### src/rtl/mc_ctrl_unit.sv
// Multicycle control unit: main FSM, instruction decoder and ALU decoder for the ARM-subset core.
// Optional divide sequencing is enabled by defining MC_DIV_EN.
module mc_ctrl_unit #(
   parameter int MUL_LAT = 4,
   parameter int ALUC_W  = 4
) (
   input  logic              clk,
   input  logic              reset,
   input  logic [31:0]       Instr,
   output logic              PCS,
   output logic              NextPC,
   output logic              RegW,
   output logic              MemW,
   output logic              IRWrite,
   output logic              AdrSrc,
   output logic [1:0]        ResultSrc,
   output logic [1:0]        ALUSrcA,
   output logic [1:0]        ALUSrcB,
   output logic [1:0]        ImmSrc,
   output logic [1:0]        RegSrc,
   output logic [1:0]        FlagW,
   output logic [ALUC_W-1:0] ALUControl,
   output logic              MulStart,
   output logic              WrHi,
   output logic              Busy
);

   typedef enum logic [3:0] {
      S_FETCH, S_DECODE, S_MEMADR, S_MEMRD, S_MEMWB, S_MEMWR, S_EXECR, S_EXECI,
      S_ALUWB, S_BRANCH, S_MULWAIT, S_MULWBLO, S_MULWBHI
`ifdef MC_DIV_EN
      , S_DIVWAIT
`endif
   } state_e;

   state_e     state_q, st;
   logic [4:0] cnt_q;

   logic [1:0] op;
   logic [5:0] funct;
   logic       is_mul, is_div, dp_nop, dp_arith;
   logic [3:0] dp_alu, mul_alu;
   logic       irw, npc, adr, rw, mw, br, ms, wh, bz;
   logic [1:0] asa, asb, rsrc, fw;
   logic [3:0] alu;
   logic       unused_ok;

   assign op        = Instr[27:26];
   assign funct     = Instr[25:20];
   assign is_mul    = (op == 2'b00) && !funct[5] && (Instr[7:4] == 4'b1001);
   assign mul_alu   = Instr[23] ? (Instr[22] ? 4'b1000 : 4'b0110) : 4'b0100;
   assign unused_ok = ^{Instr[31:28], Instr[19:16], Instr[11:8], Instr[3:0]};
`ifdef MC_DIV_EN
   assign is_div    = (op == 2'b00) && !funct[5] && (funct[4:1] == 4'b1011) && !is_mul;
`else
   assign is_div    = 1'b0;
`endif

   always_comb begin
      dp_alu = 4'b0000;
      dp_nop = 1'b0;
      case (funct[4:1])
         4'b0100: dp_alu = 4'b0000;
         4'b0010: dp_alu = 4'b0001;
         4'b0000: dp_alu = 4'b0010;
         4'b1100: dp_alu = 4'b0011;
         4'b1101: dp_alu = 4'b0101;
`ifdef MC_DIV_EN
         4'b1011: if (!funct[5]) dp_alu = 4'b0111; else dp_nop = 1'b1;
`endif
         default: dp_nop = 1'b1;
      endcase
   end
   assign dp_arith = (funct[4:1] == 4'b0100) || (funct[4:1] == 4'b0010);

   always_ff @(posedge clk) begin
      if (!reset) begin
         state_q <= S_FETCH;
         cnt_q   <= '0;
      end else begin
         case (state_q)
            S_FETCH:  state_q <= S_DECODE;
            S_DECODE: begin
               case (op)
                  2'b01: state_q <= S_MEMADR;
                  2'b10: state_q <= S_BRANCH;
                  2'b11: state_q <= S_FETCH;
                  default: begin
                     if (is_mul) begin
                        state_q <= S_MULWAIT;
                        cnt_q   <= 5'(MUL_LAT - 1);
                     end else if (funct[5]) state_q <= S_EXECI;
                     else                   state_q <= S_EXECR;
                  end
               endcase
            end
            // A divide reads its operands in EXECR, then waits out the divider.
            S_EXECR: begin
`ifdef MC_DIV_EN
               if (is_div) begin
                  state_q <= S_DIVWAIT;
                  cnt_q   <= 5'd31;
               end else state_q <= S_ALUWB;
`else
               state_q <= S_ALUWB;
`endif
            end
            S_EXECI:  state_q <= S_ALUWB;
            S_MEMADR: state_q <= funct[0] ? S_MEMRD : S_MEMWR;
            S_MEMRD:  state_q <= S_MEMWB;
            S_MULWAIT: begin
               if (cnt_q == 5'd0) state_q <= Instr[23] ? S_MULWBLO : S_MULWBHI;
               else               cnt_q   <= cnt_q - 5'd1;
            end
            S_MULWBLO: state_q <= S_MULWBHI;
`ifdef MC_DIV_EN
            S_DIVWAIT: begin
               if (cnt_q == 5'd0) state_q <= S_ALUWB;
               else               cnt_q   <= cnt_q - 5'd1;
            end
`endif
            default: state_q <= S_FETCH;
         endcase
      end
   end

   // Under reset the outputs show FETCH with every strobe masked.
   assign st = reset ? state_q : S_FETCH;

   always_comb begin
      irw = 1'b0; npc = 1'b0; adr = 1'b0; rw = 1'b0; mw = 1'b0; br = 1'b0;
      ms = 1'b0; wh = 1'b0; bz = 1'b0;
      asa = 2'b00; asb = 2'b00; rsrc = 2'b00; fw = 2'b00; alu = 4'b0000;
      case (st)
         S_FETCH:   begin irw = 1'b1; npc = 1'b1; asa = 2'b01; asb = 2'b10; rsrc = 2'b10; end
         S_DECODE:  begin asa = 2'b01; asb = 2'b10; rsrc = 2'b10; ms = is_mul || is_div; end
         S_MEMADR:  asb = 2'b01;
         S_MEMRD:   adr = 1'b1;
         S_MEMWB:   begin rsrc = 2'b01; rw = 1'b1; end
         S_MEMWR:   begin adr = 1'b1; mw = 1'b1; end
         S_EXECR:   begin alu = dp_alu; fw = {funct[0], funct[0] & dp_arith}; end
         S_EXECI:   begin asb = 2'b01; alu = dp_alu; fw = {funct[0], funct[0] & dp_arith}; end
         S_ALUWB:   begin alu = dp_alu; rw = !dp_nop; end
         S_BRANCH:  begin asb = 2'b01; rsrc = 2'b10; br = 1'b1; end
         S_MULWAIT: begin bz = 1'b1; alu = mul_alu; end
         S_MULWBLO: begin bz = 1'b1; alu = mul_alu; rw = 1'b1; end
         S_MULWBHI: begin bz = 1'b1; alu = mul_alu; rw = 1'b1; wh = 1'b1; fw = {funct[0], 1'b0}; end
`ifdef MC_DIV_EN
         S_DIVWAIT: begin bz = 1'b1; alu = dp_alu; end
`endif
         default: ;
      endcase
   end

   assign IRWrite    = irw & reset;
   assign NextPC     = npc & reset;
   assign RegW       = rw & reset;
   assign MemW       = mw & reset;
   assign MulStart   = ms & reset;
   assign FlagW      = fw & {2{reset}};
   assign Busy       = bz & reset;
   assign AdrSrc     = adr;
   assign ALUSrcA    = asa;
   assign ALUSrcB    = asb;
   assign ResultSrc  = rsrc;
   assign WrHi       = wh;
   assign ALUControl = ALUC_W'(alu);
   assign PCS        = ((Instr[15:12] == 4'd15) & RegW) | (br & reset);
   assign ImmSrc     = op;
   assign RegSrc     = {(op == 2'b01) & !funct[0], op == 2'b10};

endmodule

### config.mk
export PLATFORM = sky130hd
export DESIGN_NAME = mc_ctrl_unit
export DESIGN_NICKNAME = d
export VERILOG_FILES = /design/src/rtl/mc_ctrl_unit.sv
export SDC_FILE = /design/constraint.sdc
export NUM_CORES = 1
export LEC_CHECK = 0
export CAP_MARGIN = 20
export CORE_MARGIN = 8
export CORE_UTILIZATION = 37
export DETAILED_ROUTE_END_ITERATION = 8
export PLACE_DENSITY_LB_ADDON = 0.1
export SKIP_LAST_GASP = 1
export SLEW_MARGIN = 25
export SYNTH_ARGS = -nofsm -noshare
export SYNTH_HDL_FRONTEND = slang
export SYNTH_SLANG_ARGS = --single-unit
export TNS_END_PERCENT = 5
### constraint.sdc
create_clock -name clk -period 2 [get_ports clk]
set_input_delay 0.4 -clock clk [delete_from_list [all_inputs] [get_ports clk]]
set_output_delay 0.4 -clock clk [all_outputs]
set_load 0.005 [all_outputs]
==> results.tsv <==
stage	metric	value	unit
power	p_switching	185	µW
floorplan	ioPinCount	59	
finish	utilization	66.3	%
cts	clockBufferDepth	2	
floorplan	die_w	67.4	µm
cts	clkSlewWorstSetupHoldPaths	0.06	ns
drt	drt-pass1-iter-count	4	
worst_setup_path	cp-start-kind	flop	
logic_synthesis	yosysSeqAreaShare	18.4	%
worst_setup_path	cp_cell_sequence	buf_4 -> or4b_4 -> nor4b_4 -> and2_1 -> buf_2	
worst_setup_path	crit_fanout	5	
finish	fin_nets	232	
global_routing	grt.total_usage	13.7	%
power	p_comb_share	43.0	%
worst_hold_path	hold_path_class	reg2reg	
timing	clock-skew-final	0.00391	ns
logic_synthesis	synth-seq-cells	9	
worst_setup_path	arrival	1.79	ns
power	peakVddDrop	310	µV
timing	fin_ws	-0.195	ns
worst_setup_path	crit_type	reg2out	
power	power.density	357	nW/µm²
power	total_power	592	µW
logic_synthesis	ys_types	51	
floorplan	die_h	67.4	µm
drt	wl	3110	µm
logic_synthesis	synth_top_cell_by_area	dfxtp_1	
place	globalplace.congestion	0.793	
logic_synthesis	postSynthCellCount	131	
timing	rsz0062_at_grt	true	
place	dp_slack	-0.743	ns
power	leakage	0.765	nW
floorplan	die_area	4550	µm²
timing	fin_crit_sh	110	%
logic_synthesis	synth_warnings	0	
logic_synthesis	netlist_area	978	µm²
status	violations	setup timing	
logic_synthesis	yosysMostFrequentCell	nor2_1	
timing	hold_viol_final	0	
drt	drtIter0Drc	40	
timing	totalNegativeSetupSlack	-2.19	ns
timing	final_max_slew_viol_count	0	
finish	antenna_cells	0	
global_routing	grt_pass1_wl	5000	µm
timing	period_minus_slack	2.19	ns
worst_setup_path	r2r_cells	5	
cts	hold_buffers	0	
floorplan	core-area	2500	µm²
worst_setup_path	crit_path_top_delay_cell	or4b_4	
worst_setup_path	end_kind	output pin	
power	p_seq_share	32.6	%
place	place.port_buffers	41	
global_routing	grt_antenna_before_repair	0	
cts	clkLatencyLatePin	0.27	ns
floorplan	initial_core_util	39.1	%
logic_synthesis	async_reset_ff_share	0	%
job	drv_cap	0	
timing	setup_viol	19	
drt	wl_per_cell	13.8	µm
power	power.share.switching	31.2	%
drt	drt.antenna.violating_nets	0	
cts	clock_sinks	9	
place	hpwl	2500	µm
finish	area_growth	69.4	%
timing	clock.fmax	456	MHz
global_routing	first_global_vias	1148	
cts	htreeDepth	1	
drt	drc	0	
global_routing	grt-ovfl-total	0	
cts	clock-root-buffer	clkbuf_4	
worst_setup_path	cp_slowest_stage_delay	0.55	ns
floorplan	rows	18	
drt	num_vias	1162	
logic_synthesis	synth_edf_count	0	
worst_hold_path	worstHoldPathCells	1	
logic_synthesis	synth_ff_type	dfxtp_1	
finish	drive_gt1_share	33.3	%
cts	cts_tree	done	
cts	cts_inserted_buffers	3	
logic_synthesis	synth_area_per_cell	7.47	µm²
logic_synthesis	yosys-top-cells-area	dfxtp_1 18%, nor2_1 6.5%, a21oi_1 4.6%	
power	p_clk_share	24.4	%
place	dp_cells	218	
status	status	finished with violations	
global_routing	grt_max_degree	14	
logic_synthesis	synth_top_cell_area_share	18.4	%
power	intPower	408	µW
finish	finalNonFillerCells	225	
logic_synthesis	synth_nets	167	
drt	vias_per_cell	5.16	
worst_setup_path	worstPathRequired	1.60	ns
logic_synthesis	synth_common_cells	17 x nor2_1, 9 x a21oi_1, 9 x dfxtp_1	
==> repair_timing <==
| item | 4_1_cts | 5_1_grt |
|---|---|---|
| endpoints found under the setup margin | 22 | 22 |
| setup buffers | 3 | 0 |
| resized for setup | 39 | 14 |
| pin swaps | 6 | 9 |
==> critical path, delay by kind of cell (launching register included) <==
family        cells  cell delay [ns]
buf+inv           2             0.26
flops             1             0.33
simple gates      3             0.93
==> cell usage in the layout (no fill, tap or decap), types with 2 or more instances in the layout <==
master	count
o21ai_0	3
buf_4	31
nor2b_1	2
nand2b_1	4
a21oi_1	7
xor2_1	5
buf_6	2
or4b_4	3
clkdlybuf4s50_1	21
a211oi_2	2
inv_1	4
ha_1	2
dfxtp_2	3
o31ai_1	2
nor2_1	17
nor3_1	6
or3_1	2
nand2_1	5
buf_2	3
dlygate4sd2_1	11
inv_2	2
nand4_1	3
dfxtp_1	6
clkbuf_2	2
dlymetal6s2s_1	4
nand3_1	5
clkbuf_4	3
==> sequential cells by signal, summed over array words and instances (netlist names) <==
register	flops
cnt_q	5
state_q	4
==> final timing paths <==
path,startpoint,endpoint,slack (ns)
min,cnt_q[0],cnt_q[0],0.51
max reg2reg,state_q[2],state_q[2],0.05
min reg2reg,cnt_q[0],cnt_q[0],0.51
max,state_q[2],MulStart,-0.19
==> kinds of logic (layout without fill, tap and decap cells) <==
| group | Yosys count | after routing | share of synthesized area [%] |
|---|---|---|---|
| XOR/XNOR | 6 | 6 | 5.37 |
| buffers and inverters | 20 | 84 | 10.2 |
| AO/OA/AOI/OAI | 26 | 26 | 19.6 |
| multiplexers | 1 | 1 | 1.02 |
| flip-flops | 9 | 9 | 18.4 |
| other | 1 | 1 | 0.383 |
| adder cells (fa/ha/maj) | 3 | 3 | 3.58 |
| AND/OR/NAND/NOR | 65 | 65 | 41.4 |
==> routing by layer <==
layer	vias to the layer above	share of wire, %	track usage, %	wire length [µm]
met3	2	7.2	5.46	224
met5	-	0	0	0
li1	593	-	-	-
met2	33	47	21.9	1470
met1	534	45	16.4	1400
met4	0	0.61	4.44	19
==> final cells by class <==
| class | count | area [µm²] |
|---|---|---|
| Sequential cell | 9 | 184 |
| Timing Repair Buffer | 74 | 637 |
| Tap cell | 30 | 37.5 |
| Clock buffer | 4 | 26.3 |
| Inverter | 6 | 22.5 |
| Fill cell | 242 | 842 |
| Multi-Input combinational cell | 102 | 751 |
==> per-stage QoR <==
stage,area [µm²],hold slack [ns]
after floorplan,978,0.466
after global placement,1570,0.487
after detailed placement,1570,0.503
after CTS,1650,0.515
after global routing,1660,0.561
final,1660,0.510
==> power by group through the flow <==
stage               clock network (mW)  logic, mW  registers, mW
floorplan                            0      0.116          0.195
global placement                     0      0.241          0.195
detailed placement                   0      0.248          0.195
CTS                              0.148      0.255          0.192
global route                     0.158      0.273          0.194
finish                           0.144      0.255          0.193
Power figures use the tool's default switching activity.
